[src/rtl/NXConstants.sv]
// Shared mesh message definitions: node ids, commands, load/control payloads
// and the packed node_message_t carried on every mesh link.
package NXConstants;

    localparam int ADDR_ROW_WIDTH      = 4;
    localparam int ADDR_COL_WIDTH      = 4;
    localparam int NODE_PARAM_WIDTH    = 5;
    localparam int NODE_RAM_ADDR_WIDTH = 10;
    localparam int NODE_RAM_DATA_WIDTH = 32;
    localparam int LOAD_DATA_WIDTH     = NODE_RAM_DATA_WIDTH / 2;

    typedef struct packed {
        logic [ADDR_ROW_WIDTH-1:0] row;
        logic [ADDR_COL_WIDTH-1:0] column;
    } node_id_t;

    typedef enum logic [1:0] {
        NODE_COMMAND_LOAD    = 2'd0,
        NODE_COMMAND_SIGNAL  = 2'd1,
        NODE_COMMAND_CONTROL = 2'd2,
        NODE_COMMAND_TRACE   = 2'd3
    } node_command_t;

    typedef enum logic {
        LOWER = 1'b0,
        UPPER = 1'b1
    } node_load_slot_t;

    typedef struct packed {
        logic [ADDR_ROW_WIDTH-1:0] row;
        logic [ADDR_COL_WIDTH-1:0] column;
        node_command_t             command;
    } node_header_t;

    typedef struct packed {
        logic [NODE_RAM_ADDR_WIDTH-1:0] address;
        node_load_slot_t                slot;
        logic [LOAD_DATA_WIDTH-1:0]     data;
    } node_load_t;

    localparam int HEADER_WIDTH  = $bits(node_header_t);
    localparam int PAYLOAD_WIDTH = $bits(node_load_t);
    localparam int MESSAGE_WIDTH = HEADER_WIDTH + PAYLOAD_WIDTH;

    // Control payload is right-aligned in the shared payload field.
    typedef struct packed {
        logic [PAYLOAD_WIDTH-2*NODE_PARAM_WIDTH-1:0] padding;
        logic [NODE_PARAM_WIDTH-1:0]                 num_instr;
        logic [NODE_PARAM_WIDTH-1:0]                 num_output;
    } node_control_t;

    typedef struct packed {
        node_header_t               header;
        logic [PAYLOAD_WIDTH-1:0]   payload;
    } node_message_t;

    function automatic node_message_t build_load_msg(
        input node_id_t                       target,
        input logic [NODE_RAM_ADDR_WIDTH-1:0] address,
        input node_load_slot_t                slot,
        input logic [LOAD_DATA_WIDTH-1:0]     data
    );
        node_message_t msg;
        node_load_t    load;
        load               = '0;
        load.address       = address;
        load.slot          = slot;
        load.data          = data;
        msg                = '0;
        msg.header.row     = target.row;
        msg.header.column  = target.column;
        msg.header.command = NODE_COMMAND_LOAD;
        msg.payload        = load;
        return msg;
    endfunction

    function automatic node_message_t build_ctrl_msg(
        input node_id_t                    target,
        input logic [NODE_PARAM_WIDTH-1:0] num_instr,
        input logic [NODE_PARAM_WIDTH-1:0] num_output
    );
        node_message_t msg;
        node_control_t ctrl;
        ctrl               = '0;
        ctrl.num_instr     = num_instr;
        ctrl.num_output    = num_output;
        msg                = '0;
        msg.header.row     = target.row;
        msg.header.column  = target.column;
        msg.header.command = NODE_COMMAND_CONTROL;
        msg.payload        = ctrl;
        return msg;
    endfunction

endpackage

[src/rtl/nx_node_loader.sv]
// Host-side encoder turning a load descriptor plus RAM words into node_load
// half-word messages and a trailing node_control message. Optional feature
// macro: NX_LOADER_STATS_EN adds the saturating o_sent_count statistic.
module nx_node_loader
    import NXConstants::*;
#(
    parameter int RAM_ADDR_W = 10,
    parameter int RAM_DATA_W = 32,
    parameter int CNT_W      = 16
) (
    input  logic                        i_clk,
    input  logic                        i_rst,
    output logic                        o_idle,
    input  node_id_t                    i_cmd_target,
    input  logic [RAM_ADDR_W-1:0]       i_cmd_base,
    input  logic [RAM_ADDR_W:0]         i_cmd_count,
    input  logic [NODE_PARAM_WIDTH-1:0] i_cmd_num_instr,
    input  logic [NODE_PARAM_WIDTH-1:0] i_cmd_num_output,
    input  logic                        i_cmd_valid,
    output logic                        o_cmd_ready,
    input  logic [RAM_DATA_W-1:0]       i_word_data,
    input  logic                        i_word_valid,
    output logic                        o_word_ready,
    output logic [MESSAGE_WIDTH-1:0]    o_msg_data,
    output logic                        o_msg_valid,
    input  logic                        i_msg_ready
`ifdef NX_LOADER_STATS_EN
    ,
    output logic [CNT_W-1:0]            o_sent_count
`endif
);

    typedef enum logic [2:0] {
        IDLE      = 3'd0,
        WAIT_WORD = 3'd1,
        SEND_LO   = 3'd2,
        SEND_HI   = 3'd3,
        SEND_CTRL = 3'd4
    } state_t;

    localparam int HALF_W = RAM_DATA_W / 2;

    state_t                      state_q, state_d;
    node_id_t                    target_q, target_d;
    logic [RAM_ADDR_W-1:0]       addr_q, addr_d;
    logic [RAM_ADDR_W:0]         remaining_q, remaining_d;
    logic [NODE_PARAM_WIDTH-1:0] num_instr_q, num_instr_d;
    logic [NODE_PARAM_WIDTH-1:0] num_output_q, num_output_d;
    logic [HALF_W-1:0]           hi_half_q, hi_half_d;
    logic                        cmd_ready_q, cmd_ready_d;
    logic                        msg_valid_q, msg_valid_d;
    logic [MESSAGE_WIDTH-1:0]    msg_data_q, msg_data_d;
    logic                        msg_hs_s;
    logic                        reg_free_s;
    logic                        word_ready_s;

    assign msg_hs_s   = msg_valid_q & i_msg_ready;
    assign reg_free_s = ~msg_valid_q | i_msg_ready;

    // Next-state logic; the output register always runs one message ahead of
    // the state, so the state names the message currently held in it (the HI
    // of a non-final word is held while already waiting for the next word).
    always_comb begin
        state_d      = state_q;
        target_d     = target_q;
        addr_d       = addr_q;
        remaining_d  = remaining_q;
        num_instr_d  = num_instr_q;
        num_output_d = num_output_q;
        hi_half_d    = hi_half_q;
        msg_data_d   = msg_data_q;
        word_ready_s = 1'b0;
        if (msg_hs_s) begin
            msg_valid_d = 1'b0;
        end else begin
            msg_valid_d = msg_valid_q;
        end

        case (state_q)
            IDLE: begin
                if (cmd_ready_q && i_cmd_valid) begin
                    target_d     = i_cmd_target;
                    addr_d       = i_cmd_base;
                    remaining_d  = i_cmd_count;
                    num_instr_d  = i_cmd_num_instr;
                    num_output_d = i_cmd_num_output;
                    if (i_cmd_count != '0) begin
                        state_d = WAIT_WORD;
                    end else begin
                        msg_valid_d = 1'b1;
                        msg_data_d  = build_ctrl_msg(i_cmd_target, i_cmd_num_instr,
                                                     i_cmd_num_output);
                        state_d     = SEND_CTRL;
                    end
                end else begin
                    state_d = IDLE;
                end
            end
            WAIT_WORD: begin
                word_ready_s = reg_free_s;
                if (reg_free_s && i_word_valid) begin
                    hi_half_d   = i_word_data[RAM_DATA_W-1:HALF_W];
                    msg_valid_d = 1'b1;
                    msg_data_d  = build_load_msg(target_q,
                                                 NODE_RAM_ADDR_WIDTH'(addr_q), LOWER,
                                                 LOAD_DATA_WIDTH'(i_word_data[HALF_W-1:0]));
                    state_d     = SEND_LO;
                end else begin
                    state_d = WAIT_WORD;
                end
            end
            SEND_LO: begin
                if (msg_hs_s) begin
                    msg_valid_d = 1'b1;
                    msg_data_d  = build_load_msg(target_q,
                                                 NODE_RAM_ADDR_WIDTH'(addr_q), UPPER,
                                                 LOAD_DATA_WIDTH'(hi_half_q));
                    addr_d      = addr_q + RAM_ADDR_W'(1);
                    remaining_d = remaining_q - (RAM_ADDR_W + 1)'(1);
                    if (remaining_q != (RAM_ADDR_W + 1)'(1)) begin
                        state_d = WAIT_WORD;
                    end else begin
                        state_d = SEND_HI;
                    end
                end else begin
                    state_d = SEND_LO;
                end
            end
            SEND_HI: begin
                if (msg_hs_s) begin
                    msg_valid_d = 1'b1;
                    msg_data_d  = build_ctrl_msg(target_q, num_instr_q, num_output_q);
                    state_d     = SEND_CTRL;
                end else begin
                    state_d = SEND_HI;
                end
            end
            SEND_CTRL: begin
                if (msg_hs_s) begin
                    state_d = IDLE;
                end else begin
                    state_d = SEND_CTRL;
                end
            end
            default: begin
                state_d     = IDLE;
                msg_valid_d = 1'b0;
            end
        endcase

        cmd_ready_d = (state_d == IDLE);
    end

    // State, descriptor and outbound message registers.
    always_ff @(posedge i_clk or negedge i_rst) begin
        if (!i_rst) begin
            state_q      <= IDLE;
            target_q     <= '0;
            addr_q       <= '0;
            remaining_q  <= '0;
            num_instr_q  <= '0;
            num_output_q <= '0;
            hi_half_q    <= '0;
            cmd_ready_q  <= 1'b0;
            msg_valid_q  <= 1'b0;
            msg_data_q   <= '0;
        end else begin
            state_q      <= state_d;
            target_q     <= target_d;
            addr_q       <= addr_d;
            remaining_q  <= remaining_d;
            num_instr_q  <= num_instr_d;
            num_output_q <= num_output_d;
            hi_half_q    <= hi_half_d;
            cmd_ready_q  <= cmd_ready_d;
            msg_valid_q  <= msg_valid_d;
            msg_data_q   <= msg_data_d;
        end
    end

    assign o_cmd_ready  = cmd_ready_q;
    assign o_word_ready = word_ready_s;
    assign o_msg_valid  = msg_valid_q;
    assign o_msg_data   = msg_data_q;
    assign o_idle       = (state_q == IDLE) && !msg_valid_q;

`ifdef NX_LOADER_STATS_EN
    logic [CNT_W-1:0] sent_count_q, sent_count_d;

    // Saturating count of outbound handshakes.
    always_comb begin
        if (msg_hs_s && (sent_count_q != {CNT_W{1'b1}})) begin
            sent_count_d = sent_count_q + CNT_W'(1);
        end else begin
            sent_count_d = sent_count_q;
        end
    end

    // Statistics register.
    always_ff @(posedge i_clk or negedge i_rst) begin
        if (!i_rst) begin
            sent_count_q <= '0;
        end else begin
            sent_count_q <= sent_count_d;
        end
    end

    assign o_sent_count = sent_count_q;
`else
    logic [CNT_W-1:0] unused_cnt_w_s;
    assign unused_cnt_w_s = '0;
`endif

endmodule
[config.mk]
export PLATFORM = sky130hd
export DESIGN_NAME = nx_node_loader
export DESIGN_NICKNAME = d
export VERILOG_FILES = /design/src/rtl/NXConstants.sv /design/src/rtl/nx_node_loader.sv
export SDC_FILE = /design/constraint.sdc
export NUM_CORES = 1
export LEC_CHECK = 0
export ABC_AREA = 1
export BUFFER_PORTS_ARGS = -buffer_cell sky130_fd_sc_hd__buf_2
export CAP_MARGIN = 30
export CORE_UTILIZATION = 40
export CTS_BUF_LIST = sky130_fd_sc_hd__clkbuf_16
export CTS_CLUSTER_SIZE = 14
export DETAILED_ROUTE_END_ITERATION = 7
export GPL_TIMING_DRIVEN = 0
export PLACE_DENSITY = 0.61
export SETUP_SLACK_MARGIN = 0.15
export SYNTH_ARGS = -nofsm -noshare
export SYNTH_HDL_FRONTEND = slang
export SYNTH_SLANG_ARGS = --single-unit
[constraint.sdc]
create_clock -name i_clk -period 1.5 [get_ports i_clk]
set_input_delay 0.225 -clock i_clk [delete_from_list [all_inputs] [get_ports i_clk]]
set_output_delay 0.225 -clock i_clk [all_outputs]
set_load 0.03 [all_outputs]
==> qor.yml <==
finish:
  area_growth_pct: 49.5
  seq_area_um2: 2410
  design_area_um2: 7530
  diodes: 0
  nets: 960
  drive_above_1_share: 0.365
  final_common_cell: "nand2_1"
  final_cell_mix: "nand2_1, buf_2, dfrtp_1"
  multi_input_area_um2: 2690
  fill_cells: 1057
  fin_util: 0.620
synth:
  ys_types: 30
  synth-edff-count: 0
  syn_area_um2: 5040
  synth-seq-area-share: 0.477
  synth_warnings: 0
  syn-num-nets: 772
  async_reset_ff_frac: 1.00
  syn_area_per_cell_um2: 7.27
  synthCells: 693
  synth_seq_cells: 96
  synth_ff_type: "dfrtp_1"
clock_network:
  clk_path_buf_depth: 2
  cts-root-buf: "clkbuf_16"
  clock_sinks: 96
  cts-htree-levels: 3
  cts_tree: "built"
  clk_latency_ns: 0.36
  numCtsBuffers: 9
  cts.clk_slew.worst_paths_ns: 0.06
die:
  core_um2: 12200
  die_h_um: 114
  initial_core_util: 0.415
  die_area_um2: 13100
  ios: 117
  die_x_um: 114
  rows: 40
sta:
  setup_ws_ns: -0.197
  tightest_slew_ns: 0.641
  slew-limit-headroom: 0.572
  drv_slew: 0
  setup_viol: 89
  max_freq_mhz: 589
  hold_viol: 0
  skew_ns: 0.00923
  min_period_ns: 1.70
  layout_worst_path_cycle_share: 1.13
  rsz0062_at_grt: "yes"
detailed_routing:
  firstDrtPassIters: 5
  vias: 5369
  wl_per_cell_um: 15.3
  ant_nets: 0
  drt_first_iter_violations: 485
  drc_errors: 0
  routed_wl_mm: 16.1
  via_per_inst: 5.09
place:
  numPortBuffers: 115
  post_dp_cell_area_um2: 5960
  place_congestion: 0.904
  place_hpwl_mm: 10.5
pwr:
  p_per_area_nw_per_um2: 2190
  p_leak_uw: 0.00395
  ir_worst_vdd_mv: 0.877
  p_total_uw: 16500
setup_path:
  endpoint_kind: "output port"
  critPathRequiredTime_ns: 1.27
  cp-start-kind: "flop"
  crit_fanout: 4
  rr_worst_depth: 9
  crit_arrival_ns: 1.47
  path_class: "reg2out"
  reg2reg_slack_ns: -0.15
run_status:
  violations: "negative setup slack"
  status: "finished, violations left"
global_route:
  overflow: 0
  grt_start_max_net_pins: 50
  grt_pass1_wl_mm: 25.6
  grt_pass1_vias: 5105
  grt_use_total: 0.254
  antenna_found_initial: 0
run:
  drv_cap: 0
hold_path:
  hold_path.class: "in2reg"
  hold_path_depth: 3
logic make-up after synthesis:
group | share of synthesized area
AOI/OAI and AO/OA | 0.0583
xor gates and xnor gates | 0.00521
adders and majority gates | 0.00745
buffers and inverters | 0.0650
DFF | 0.477
other | 0.000744
and+or+nand+nor | 0.387
layer usage:
metal  wire (um)  track usage  part of all wire  vias up
met5           0            0                 0        -
met4         493        0.109             0.031        0
met3         830       0.0402             0.052       39
met2        7350        0.387              0.46      217
met1        7420        0.358              0.46     2493
li1            -            -                 -     2620
flip-flops by register name (all words and copies together) (netlist names):
signal,count
o_msg_valid,1
hi_half_q,16
addr_q,10
remaining_q,11
target_q,8
num_output_q,5
o_msg_data,36
state_q,3
o_cmd_ready,1
num_instr_q,5
report_power, final:
part           internal, uW  switching [uW]
Sequential             3750             893
Clock                  1620            1000
Combinational          3890            5350
Total                  9260            7240
metrics by stage:
step	std cells	TNS (ns)	hold slack (ns)	worst slack, ns
after CTS	1040	-3.07	0.0872	-0.174
after global placement	976	-92.35	0.442	-0.980
after floorplan	693	0	-0.0706	0.0354
after global routing	1054	-12.47	0.113	-0.208
after detailed placement	977	-17.60	0.293	-0.313
final	1054	-7.87	0.0954	-0.197
layout make-up:
class | instances | share of cell area
Buffer | 36 | 0.0545
Clock buffer | 9 | 0.0299
Clock inverter | 7 | 0.0148
Inverter | 43 | 0.0227
Multi-Input combinational cell | 518 | 0.358
Sequential cell | 96 | 0.320
Tap cell | 168 | 0.0279
Timing Repair Buffer | 177 | 0.173
worst max-delay path, stage by stage (launching register included):
cell and delay (ns):
dfrtp_2 0.45, buf_4 0.17, nor2_4 0.16, nand2_4 0.09, nor2_2 0.10, buf_6 0.14
final timing paths:
check | start | end
worst min register to register | remaining_q[9] | remaining_q[9]
worst max-delay path | state_q[0] | o_idle
min in group asynchronous | i_rst | o_msg_data[25]
max in group asynchronous | i_rst | state_q[2]
worst min-delay path | i_cmd_num_instr[3] | num_instr_q[3]
worst max register to register | state_q[0] | addr_q[7]
Yosys cell counts, types with 6 or more instances:
| cell type | instances | share of area |
|---|---|---|
| o21a_1 | 6 | 0.0089 |
| buf_2 | 7 | 0.0069 |
| o21ai_0 | 34 | 0.034 |
| nand2_1 | 285 | 0.21 |
| clkbuf_1 | 21 | 0.016 |
| buf_4 | 6 | 0.0089 |
| nand4_1 | 32 | 0.040 |
| inv_1 | 39 | 0.029 |
| nor2_1 | 41 | 0.031 |
| dfrtp_1 | 96 | 0.48 |
| a21oi_1 | 11 | 0.011 |
| nand3_1 | 83 | 0.082 |
what timing repair did:
| item | 4_1_cts | 5_1_grt |
|---|---|---|
| gates resized for setup | 143 | 73 |
| buffers inserted | 35 | 14 |
| hold buffers | 1 | 0 |
| cloned | 11 | 0 |
| pin swaps | 12 | 11 |
| endpoints found under the setup margin | 97 | 94 |
| endpoints found under the hold margin | 47 | 0 |
No activity file was read; power rests on OpenSTA's default activity.
